### src/rtl/conversor_bcd_pkg.sv
// Shared types and constants for the sequential binary-to-BCD converter.
package conversor_pkg;

  typedef enum logic [1:0] {
    OCIOSO,
    CONVERTE,
    FIM
  } estado_t;

  localparam int         DIGITO_W      = 4;
  localparam logic [3:0] LIMIAR_AJUSTE = 4'd5;

endpackage

### src/rtl/conversor_bcd_if.sv
// Start/busy/done handshake and result bus between the datapath and the BCD converter.
interface conversor_bcd_if #(
  parameter int WIDTH  = 32,
  parameter int DIGITS = 10
) ();

  logic                  inicio;
  logic [WIDTH-1:0]      valor;
  logic                  ocupado;
  logic                  pronto;
  logic [4*DIGITS-1:0]   bcd_saida;
  logic                  estouro;
  logic                  negativo;

  modport master (
    output inicio, valor,
    input  ocupado, pronto, bcd_saida, estouro, negativo
  );

  modport slave (
    input  inicio, valor,
    output ocupado, pronto, bcd_saida, estouro, negativo
  );

endinterface

### src/rtl/ajuste_digito.sv
// Double-dabble digit correction: adds 3 to a BCD digit that is 5 or more before the shift.
module ajuste_digito
  import conversor_pkg::*;
(
  input  logic [DIGITO_W-1:0] i_digito,
  output logic [DIGITO_W-1:0] o_digito
);

  assign o_digito = (i_digito >= LIMIAR_AJUSTE) ? i_digito + 4'd3 : i_digito;

endmodule

### src/rtl/conversor_bcd.sv
// Sequential binary-to-BCD converter (shift-and-add-3, one bit per clock).
// Define CONVERSOR_SINAL_EN to treat valor as two's complement and report its sign.
module conversor_bcd
  import conversor_pkg::*;
#(
  parameter int WIDTH  = 32,
  parameter int DIGITS = 10
) (
  input  logic            clock,
  input  logic            reset,
  conversor_bcd_if.slave  bus
);

  localparam int CNT_W = $clog2(WIDTH + 1);
  localparam int BCD_W = DIGITO_W * DIGITS;

  estado_t          r_estado;
  logic [WIDTH-1:0] r_desloc;
  logic [BCD_W-1:0] r_rascunho;
  logic             r_acum;
  logic [CNT_W-1:0] r_contador;
  logic [BCD_W-1:0] r_bcd;
  logic             r_estouro;
  logic             r_ocupado;
  logic             r_pronto;

  logic [BCD_W-1:0] w_ajustado;
  logic [BCD_W-1:0] w_prox_rascunho;
  logic             w_saida_topo;
  logic [WIDTH-1:0] w_magnitude;
  logic             w_aceita;
  logic             w_termina;

  for (genvar g = 0; g < DIGITS; g++) begin : g_ajuste
    ajuste_digito u_ajuste (
      .i_digito (r_rascunho[g*DIGITO_W +: DIGITO_W]),
      .o_digito (w_ajustado[g*DIGITO_W +: DIGITO_W])
    );
  end

  // The bit leaving the top digit is lost from the result and marks overflow.
  assign w_saida_topo    = w_ajustado[BCD_W-1];
  assign w_prox_rascunho = {w_ajustado[BCD_W-2:0], r_desloc[WIDTH-1]};
  assign w_aceita        = (r_estado != CONVERTE) && bus.inicio;
  assign w_termina       = (r_estado == CONVERTE) && (r_contador == CNT_W'(1));

`ifdef CONVERSOR_SINAL_EN
  // Negating the most-negative value wraps back to itself, which read unsigned is its magnitude.
  assign w_magnitude = bus.valor[WIDTH-1] ? (WIDTH'(0) - bus.valor) : bus.valor;
`else
  assign w_magnitude = bus.valor;
`endif

  // NOTE: sequential state uses non-blocking assignments so every register
  // samples the pre-edge values of the others, independent of statement order.
  always_ff @(posedge clock) begin
    if (reset) begin
      // NOTE: the datapath scratch is reset along with the outputs so a reset
      // mid-conversion leaves nothing undefined behind.
      r_estado   <= OCIOSO;
      r_desloc   <= '0;
      r_rascunho <= '0;
      r_acum     <= 1'b0;
      r_contador <= '0;
      r_bcd      <= '0;
      r_estouro  <= 1'b0;
      r_ocupado  <= 1'b0;
      r_pronto   <= 1'b0;
    end else begin
      case (r_estado)
        OCIOSO, FIM: begin
          r_pronto <= 1'b0;
          if (bus.inicio) begin
            r_desloc   <= w_magnitude;
            r_rascunho <= '0;
            r_acum     <= 1'b0;
            r_contador <= CNT_W'(WIDTH);
            r_estado   <= CONVERTE;
            r_ocupado  <= 1'b1;
          end else begin
            r_estado <= OCIOSO;
          end
        end
        CONVERTE: begin
          r_desloc   <= {r_desloc[WIDTH-2:0], 1'b0};
          r_rascunho <= w_prox_rascunho;
          r_acum     <= r_acum | w_saida_topo;
          r_contador <= r_contador - CNT_W'(1);
          if (r_contador == CNT_W'(1)) begin
            r_bcd     <= w_prox_rascunho;
            r_estouro <= r_acum | w_saida_topo;
            r_estado  <= FIM;
            r_ocupado <= 1'b0;
            r_pronto  <= 1'b1;
          end
        end
        default: r_estado <= OCIOSO;
      endcase
    end
  end

`ifdef CONVERSOR_SINAL_EN
  logic r_sinal;
  logic r_negativo;

  // The sign is captured with the operand but only published with the result.
  always_ff @(posedge clock) begin
    if (reset) begin
      r_sinal    <= 1'b0;
      r_negativo <= 1'b0;
    end else if (w_aceita) begin
      r_sinal <= bus.valor[WIDTH-1];
    end else if (w_termina) begin
      r_negativo <= r_sinal;
    end
  end

  assign bus.negativo = r_negativo;
`else
  assign bus.negativo = 1'b0;
`endif

  assign bus.ocupado   = r_ocupado;
  assign bus.pronto    = r_pronto;
  assign bus.bcd_saida = r_bcd;
  assign bus.estouro   = r_estouro;

endmodule

### src/flat_wrapper.sv
// flat-port wrapper written by rule: the top's interface ports become plain ports
module conversor_bcd_flat import conversor_pkg::*;
#(
  parameter int WIDTH  = 32,
  parameter int DIGITS = 10
)
  (clock, reset, bus_inicio, bus_valor, bus_ocupado, bus_pronto, bus_bcd_saida, bus_estouro, bus_negativo);
  conversor_bcd_if #(.WIDTH(WIDTH), .DIGITS(DIGITS)) bus_i ();
  input  logic clock;
  input  logic reset;
  input wire logic [$bits(bus_i.inicio)-1:0] bus_inicio;
  input wire logic [$bits(bus_i.valor)-1:0] bus_valor;
  output wire logic [$bits(bus_i.ocupado)-1:0] bus_ocupado;
  output wire logic [$bits(bus_i.pronto)-1:0] bus_pronto;
  output wire logic [$bits(bus_i.bcd_saida)-1:0] bus_bcd_saida;
  output wire logic [$bits(bus_i.estouro)-1:0] bus_estouro;
  output wire logic [$bits(bus_i.negativo)-1:0] bus_negativo;
  assign bus_i.inicio = bus_inicio;
  assign bus_i.valor = bus_valor;
  assign bus_ocupado = bus_i.ocupado;
  assign bus_pronto = bus_i.pronto;
  assign bus_bcd_saida = bus_i.bcd_saida;
  assign bus_estouro = bus_i.estouro;
  assign bus_negativo = bus_i.negativo;
  conversor_bcd #(.WIDTH(WIDTH), .DIGITS(DIGITS)) u_core (.clock(clock), .reset(reset), .bus(bus_i));
endmodule
### config.mk
export PLATFORM = sky130hd
export DESIGN_NAME = conversor_bcd_flat
export DESIGN_NICKNAME = d
export VERILOG_FILES = /design/src/rtl/conversor_bcd_pkg.sv /design/src/rtl/conversor_bcd_if.sv /design/src/rtl/ajuste_digito.sv /design/src/rtl/conversor_bcd.sv /design/src/flat_wrapper.sv
export SDC_FILE = /design/constraint.sdc
export NUM_CORES = 1
export LEC_CHECK = 0
export CORE_MARGIN = 1
export CORE_UTILIZATION = 58
export CTS_BUF_LIST = sky130_fd_sc_hd__clkbuf_16
export CTS_CLUSTER_DIAMETER = 80
export DETAILED_ROUTE_END_ITERATION = 8
export GPL_TIMING_DRIVEN = 0
export PLACE_DENSITY_LB_ADDON = 0.08
export SYNTH_ARGS = -nofsm -noshare
export SYNTH_HDL_FRONTEND = slang
export SYNTH_SLANG_ARGS = --single-unit
### constraint.sdc
create_clock -name clock -period 3.7 [get_ports clock]
set_input_delay 0.74 -clock clock [delete_from_list [all_inputs] [get_ports clock]]
set_output_delay 0.74 -clock clock [all_outputs]
set_load 0.02 [all_outputs]
# Word-level counts from Yosys, hierarchy flattened
# Cells that the tools add are included.
# totals
ff_bits	124
elab_cells	69
# op_classes
add_sub_neg	11
magnitude_cmp	10
n_eq_ne	5
mux	26
bitwise	1
n_reduce_logical	7
# op_table
operator	n
40-bit one-hot mux with 2 select lines	1
32-bit one-hot mux with 2 select lines	1
4-bit by 2-bit adder with 4-bit output, second input constant	10
4-bit by 3-bit >= comparator with 1-bit output, second input constant	10
4-bit 2-to-1 mux	10
40-bit 2-to-1 mux	1
32-bit 2-to-1 mux	1
6-bit one-hot mux with 2 select lines	1
6-bit by 1-bit == test with 1-bit output, second input constant	1
6-bit 2-to-1 mux	1
1-bit one-hot mux with 2 select lines	3
2-bit AND reduction	3
6-bit by 1-bit subtractor with 6-bit output, second input constant	1
1-bit 2-to-1 mux	5
2-bit != test, second input constant	2
2-bit one-hot mux with 2 select lines	1
3-bit AND reduction	1
2-bit by 1-bit == test with 1-bit output, second input constant	1
2-bit == test, second input constant	1
2-bit logical NOT	1
2-bit 2-to-1 mux	1
2-bit nonzero test	1
2-bit OR reduction	1
1-bit bitwise OR	1

# Depth between registers and ports, before layout
# Gate-level depths: netlist of the first run.
# depth
ltp_word	4
mapped_depth	7
ltp_nobuf	6

# Hierarchy
# From an unflattened synthesis of the first run, not the netlist that was laid out.
# hier_totals
cells_unflattened	721
area_unflattened_um2	5943.2
# by_module_without_submodules
module	n_inst	cells_per_inst	area_each_um2	seq_area_each_um2
conversor_bcd	1	561	4929.7	2482.4
ajuste_digito	10	16	101.3	0.0

# Worst setup path after synthesis of the first run
# No wires, ideal clock.
# synth_path
kind	input-to-reg
from	input bus_inicio
to	register u_core.r_desloc[25]
t_arrival_ns	1.699
required_ns	3.630
slack_ns	1.931
path_stages	5
path_buffers	2
cell_sequence	nor2b_1 > clkbuf_1 > buf_1 > a22oi_1 > a21oi_1
# synth_between
elab_chain_len	2
# synth_lines
element	line	text
start: declaration	flat_wrapper.sv:11	input wire logic [$bits(bus_i.inicio)-1:0] bus_inicio;
2-bit != test (no line)	-	
2-bit AND reduction (no line)	-	
end signal: assignment	conversor_bcd.sv:74	r_desloc <= w_magnitude;
end signal: assignment	conversor_bcd.sv:85	r_desloc <= {r_desloc[WIDTH-2:0], 1'b0};
end: declaration	conversor_bcd.sv:18	logic [WIDTH-1:0] r_desloc;
# Every way passes these cells.
# A chain may end at the register's enable or synchronous reset.

# Worst setup path in the final report of the first run
# layout_path
from	input bus_inicio
to	register u_core.r_desloc[28]
# The elaborated chain is that of the path after synthesis.

==> impl_results.md, run 1 <==
- Slew HR: between 50% and 60%
- Initial antenna violation count: 0
- Syn nets: 656
- RSZ-0062 raised after global routing: no
- Antenna diode count: 0
- Post-Synthesis Cell Area: around 0.0054 mm²
- Clock root buffer: clkbuf_16
- Min Tclk post-route: about 2.2 ns
- Critical path data required time: just over 4 ns
- Fin. Hold Viols: 0
- CP cell instances: clkdlybuf4s50_1 > nor2b_1 > clkbuf_1 > buf_1 > a22oi_1 > a21oi_1
- Row cnt: 34
- P_leak: approximately 2.4 nW
- Clock Skews: 0.00699 ns
- Setup WS pre-CTS: approximately 1.1 ns
- Critical-path maximum fanout: 10
- Clk pwr share: roughly half
- Setup violators final: 0
- Starting Density: between 60 and 70%
- Largest stage delay, worst path: about 0.48 ns
- Cells on worst reg2reg path: 6
- Die height: 98.6 µm
- Period utilization: 60.7%
- Setup Buffers After CTS: 0
- Drt first pass iters: 7
- Cell variety after synth: 33
- Status: finished clean
- Final Max Slew Viols: 0
- Seq pwr share: 42.4%
- Top post-synthesis cells by area: dfxtp_1, a21oi_1, ha_1
- Gate power share: 8.1%
- Power, Total: between 3 and 4 mW
- Avg Inst Size Synth: approximately 9 µm²
- PD cells: around 480 mW/mm²
- Share of layout cells above drive strength 1: 11.3%
- Top Family by Delay on Critical Path: buffers and inverters
- Hold Path Depth: 2
- Post-CTS Resized: 0
- Setup tns final: 0 ns
- Fmax: between 400 and 500 MHz
- Slowest cell on the critical path: clkdlybuf4s50_1
- WL/cell: approximately 16 µm
- Yosys reg bits: 124
- Switching Share: 23.5%
- Placed inst area: about 0.0063 mm²
- Die area: between 0.009 and 0.01 mm²
- Most common cell in the synthesized netlist: dfxtp_1
- Hold Path Class: register to register
- Asr flop ratio synth: 0%
- CTS tree: built
- CTS H-Tree Depth: 4
- Nets: 752
- All-layer global routing usage: ~28%
- Clock transition at path regs: 0.05 ns
- Longest Clk Path Bufs: 2
- Worst VDD drop: between 0.0003 and 0.0004 V
- # hold bufs at CTS: 0
- Synth top area share: between 40 and 50%
- Sequential cell area fraction in the yosys report: approximately 46%
- Crit Path Category: input pin to register
- Gr ovfl total: 0
- CP arrival: roughly 2.6 ns
- # clock sinks: around 120
- Largest net degree at the start of global routing: 17
- Vias in the first global route: 4577
- First-pass GRT wire length: 21200 µm
- Final core occ: 77.6%
- Skew-Pair Late Insertion Delay: 0.41 ns
- Number of flops mapped to enable cells by yosys: 0
- Core footprint: 0.00889 mm²
- DR vias/cell: a little under 6
- Slew @ Worst Pin: 0.712 ns
- Area leader, netlist: dfxtp_1
- Number of max-cap violations: 0
- Post-Route WL: roughly 13000 µm
- Type of element capturing the critical path: register
- DR iter-0 viols: between 200 and 300
- Sw power: about 780 µW
- Final Cell Area: between 0.006 and 0.007 mm²
- Crit. path cell count: 6
- Total number of vias: 4733
- Syn Inst Count: 599
- Prevailing post-synth register cell: dfxtp_1
- Dpl hpwl: 8950 µm
- Layout area overhead: 27.5%
- Die Wd: around 100 µm
- Yosys warning count: 0
- CTS Buf Count: 17
- Internal power: approximately 2.5 mW
- GP Congestion: approximately 0.84
- Setup ws final: 1.45 ns
- Top cells by count, synth: dfxtp_1, a21oi_1, nand2_1
- CP startpoint kind: input pin
- DRT antenna net count: 0
- Buffers & Inverters on Critical Path: 3
- # IOs: between 70 and 80
- Post-route DRC: 0
- Port bufs: between 70 and 80
power by group through the flow:
stage,Sequential [mW],Combinational (mW),Clock (mW)
finish,1.41,0.270,1.64
global route,1.41,0.294,1.72
CTS,1.41,0.269,1.65
detailed placement,1.43,0.266,0
global placement,1.43,0.258,0
floorplan,1.43,0.156,0
cell type report:
type | instances | area [µm²]
Multi-Input combinational cell | 414 | 2660
Sequential cell | 124 | 2480
Fill cell | 622 | 1990
Timing Repair Buffer | 77 | 771
Clock buffer | 17 | 425
Buffer | 38 | 178
Clock inverter | 15 | 158
Tap cell | 108 | 135
Inverter | 23 | 86.3
flip-flops by register name (all words and copies together) (netlist names):
signal,flops
u_core.bus.bcd_saida,40
u_core.bus.estouro,1
u_core.bus.ocupado,1
u_core.bus.pronto,1
u_core.r_acum,1
u_core.r_contador,6
u_core.r_desloc,32
u_core.r_estado,2
u_core.r_rascunho,40
stage by stage:
stage | std cells | hold WS, ns
after floorplan | 599 | 0.437
after global placement | 784 | 0.443
after detailed placement | 784 | 0.447
after CTS | 816 | 0.454
after global routing | 816 | 0.474
final | 816 | 0.457
placed cells by master, fill, tap and decap left out, types with 13 or more instances in the layout:
master,instances
dfxtp_1,124
inv_1,25
nor3b_1,21
nand2b_1,34
ha_1,22
o22ai_2,19
a21oi_1,69
clkbuf_16,17
a22oi_1,33
clkbuf_1,19
buf_2,13
a211oi_1,20
clkdlybuf4s50_1,77
o21ai_0,39
nor2_1,45
nand2_1,65
path summary, 6_finish.rpt:
kind,to,slack [ns],startpoint
worst max register to register,u_core.bus.bcd_saida[3],1.70,u_core.r_contador[0]
worst min-delay path,u_core.r_desloc[2],0.46,u_core.r_desloc[2]
worst min register to register,u_core.r_desloc[2],0.46,u_core.r_desloc[2]
worst max-delay path,u_core.r_desloc[28],1.45,bus_inicio
worst min-delay path: stages (launching register included):
cell,delay [ns]
dfxtp_1,0.31
nand2_1,0.05
a21oi_1,0.05
metal layers:
layer	global-route usage, %	part of all wire [%]	up-vias
met1	33.3	43	2255
met2	47.9	49	152
met4	11.8	2.5	0
met3	7.23	5.1	31
li1	-	-	2295
met5	0	0	-
logic make-up after synthesis:
| group | Yosys count | share of synthesized area [%] |
|---|---|---|
| AO/OA/AOI/OAI | 194 | 24.0 |
| AND/OR/NAND/NOR | 175 | 16.0 |
| flip-flops | 124 | 45.9 |
| buffers and inverters | 61 | 4.88 |
| adder cells (fa/ha/maj) | 22 | 5.09 |
| multiplexers | 12 | 2.50 |
| XOR/XNOR | 10 | 1.62 |
| other | 1 | 0.0693 |
Note: power is estimated with default switching activity, not from simulation.
==> run 2: changes to the inputs <==
--- a/config.mk
+++ b/config.mk
@@ -6,7 +6,7 @@
 export NUM_CORES = 1
 export LEC_CHECK = 0
 export CORE_MARGIN = 1
-export CORE_UTILIZATION = 58
+export CORE_UTILIZATION = 49
 export CTS_BUF_LIST = sky130_fd_sc_hd__clkbuf_16
 export CTS_CLUSTER_DIAMETER = 80
 export DETAILED_ROUTE_END_ITERATION = 8
==> constraint.sdc (replaced) <==
create_clock -name clock -period 1.9 [get_ports clock]
set_input_delay 0.38 -clock clock [delete_from_list [all_inputs] [get_ports clock]]
set_output_delay 0.38 -clock clock [all_outputs]
set_load 0.02 [all_outputs]
==> impl_results.md, run 2 (same netlist as run 1, synthesis figures left out) <==
- CTS H-Tree Depth: 4
- Largest net degree at the start of global routing: 17
- Slowest cell on the critical path: clkdlybuf4s50_1
- RSZ-0062 raised after global routing: no
- Fmax: between 500 and 600 MHz
- Share of layout cells above drive strength 1: between 10% and 20%
- P_leak: about 2.4 nW
- Fillers: ~870
- Critical path data required time: 2.17 ns
- Post-CTS Resized: 3
- DR iter-0 viols: ~200
- Period utilization: between 90% and 100%
- CTS tree: built
- # clock sinks: 124
- Gr ovfl total: 0
- Slew HR: roughly 58%
- Setup Buffers After CTS: 0
- Skew-Pair Late Insertion Delay: slightly above 0.4 ns
- Die height: roughly 110 µm
- Vias in the first global route: between 4000 and 5000
- Drt first pass iters: 5
- Type of element capturing the critical path: register
- PD cells: 965 mW/mm²
- Crit Path Category: input pin to register
- Fin. Hold Viols: 0
- Commonest non-fill, non-tap cell in the layout: dfxtp_1
- Top Family by Delay on Critical Path: buffers and inverters
- Clock transition at path regs: around 0.060 ns
- Slew @ Worst Pin: ~0.62 ns
- Total number of vias: 4623
- Row cnt: 37
- Antenna diode count: 0
- Post-Route WL: between 10000 and 15000 µm
- Longest Clk Path Bufs: 2
- Setup WS pre-CTS: -0.353 ns
- Hold Path Class: register to register
- Starting Density: roughly half
- Setup violators final: 0
- Dpl hpwl: 8950 µm
- Buffers & Inverters on Critical Path: 3
- CP arrival: roughly 2.1 ns
- Setup ws final: slightly above 0.1 ns
- Clock Skews: 0.0100 ns
- Largest stage delay, worst path: about 0.66 ns
- Min Tclk post-route: 1.80 ns
- Commonest non-fill, non-tap cells in the layout: dfxtp_1, clkdlybuf4s50_1, a21oi_1, nand2_1, nor2_1
- Nets: 752
- Post-route DRC: 0
- Worst VDD drop: approximately 0.00053 V
- All-layer global routing usage: 23.7%
- Die Wd: approximately 110 µm
- Critical-path maximum fanout: 10
- CP startpoint kind: input pin
- Initial antenna violation count: 0
- First-pass GRT wire length: 21400 µm
- Status: finished clean
- Final Max Slew Viols: 0
- Port bufs: 77
- # IOs: about 80
- Clock root buffer: clkbuf_16
- GP Congestion: 0.808
- DRT antenna net count: 0
- Number of max-cap violations: 0
- WL/cell: 15.3 µm
- CTS Buf Count: 17
- Core footprint: 0.0105 mm²
- # hold bufs at CTS: 0
- Power, Total: 6.77 mW
- Layout area overhead: 29.8%
- DR vias/cell: 5.48
- Die area: around 0.011 mm²
- CP cell instances: clkdlybuf4s50_1 > clkbuf_1 > buf_1 > nor2_1
run 2: metal layers:
layer | part of all wire, % | vias to the layer above | GRT usage (%)
met4 | 1.3 | 0 | 8.12
met2 | 50 | 103 | 41.2
met5 | 0 | - | 0
met3 | 3.9 | 16 | 5.29
li1 | - | 2293 | -
met1 | 45 | 2211 | 28.8
run 2: final timing paths:
| check | from | endpoint | slack (ns) | depth (start not counted) |
|---|---|---|---|---|
| hold / removal | u_core.r_desloc[5] | u_core.r_desloc[5] | 0.46 | 2 |
| setup reg to reg | u_core.r_contador[1] | u_core.bus.bcd_saida[25] | 0.11 | 6 |
| hold reg to reg | u_core.r_desloc[5] | u_core.r_desloc[5] | 0.46 | 2 |
| setup / recovery | reset | u_core.r_contador[2] | 0.10 | 4 |
run 2: stage by stage:
| stage | instance area (µm²) | TNS (ns) | cells | hold slack [ns] | utilization (%) |
|---|---|---|---|---|---|
| 3_3_place_gp | 6350 | -20.65 | 812 | 0.443 | 60.4 |
| 3_5_place_dp | 6350 | -23.68 | 812 | 0.450 | 60.4 |
| 2_1_floorplan | 5410 | 0 | 599 | 0.437 | - |
| 4_1_cts | 7000 | 0 | 844 | 0.458 | 66.6 |
| 6_report | 7020 | 0 | 844 | 0.459 | 66.8 |
| 5_1_grt | 7020 | 0 | 844 | 0.472 | 66.8 |
run 2: final cells by class:
| class | count | area, µm² | share of cell area (%) |
|---|---|---|---|
| Clock inverter | 15 | 221 | 3.16 |
| Buffer | 38 | 193 | 2.75 |
| Timing Repair Buffer | 77 | 771 | 11.0 |
| Sequential cell | 124 | 2480 | 35.4 |
| Tap cell | 136 | 170 | 2.43 |
| Inverter | 23 | 86.3 | 1.23 |
| Clock buffer | 17 | 425 | 6.06 |
| Multi-Input combinational cell | 414 | 2670 | 38.0 |
run 2: tightest hold or removal path: stages (launching register included):
cell     delay [ns]
dfxtp_1        0.31
nand2_1        0.05
a21oi_1        0.05
run 2: where the power goes:
part           switching [mW]  internal (mW)
Combinational           0.298          0.229
Clock                    1.18           2.33
Sequential             0.0531           2.68
Total                    1.53           5.24
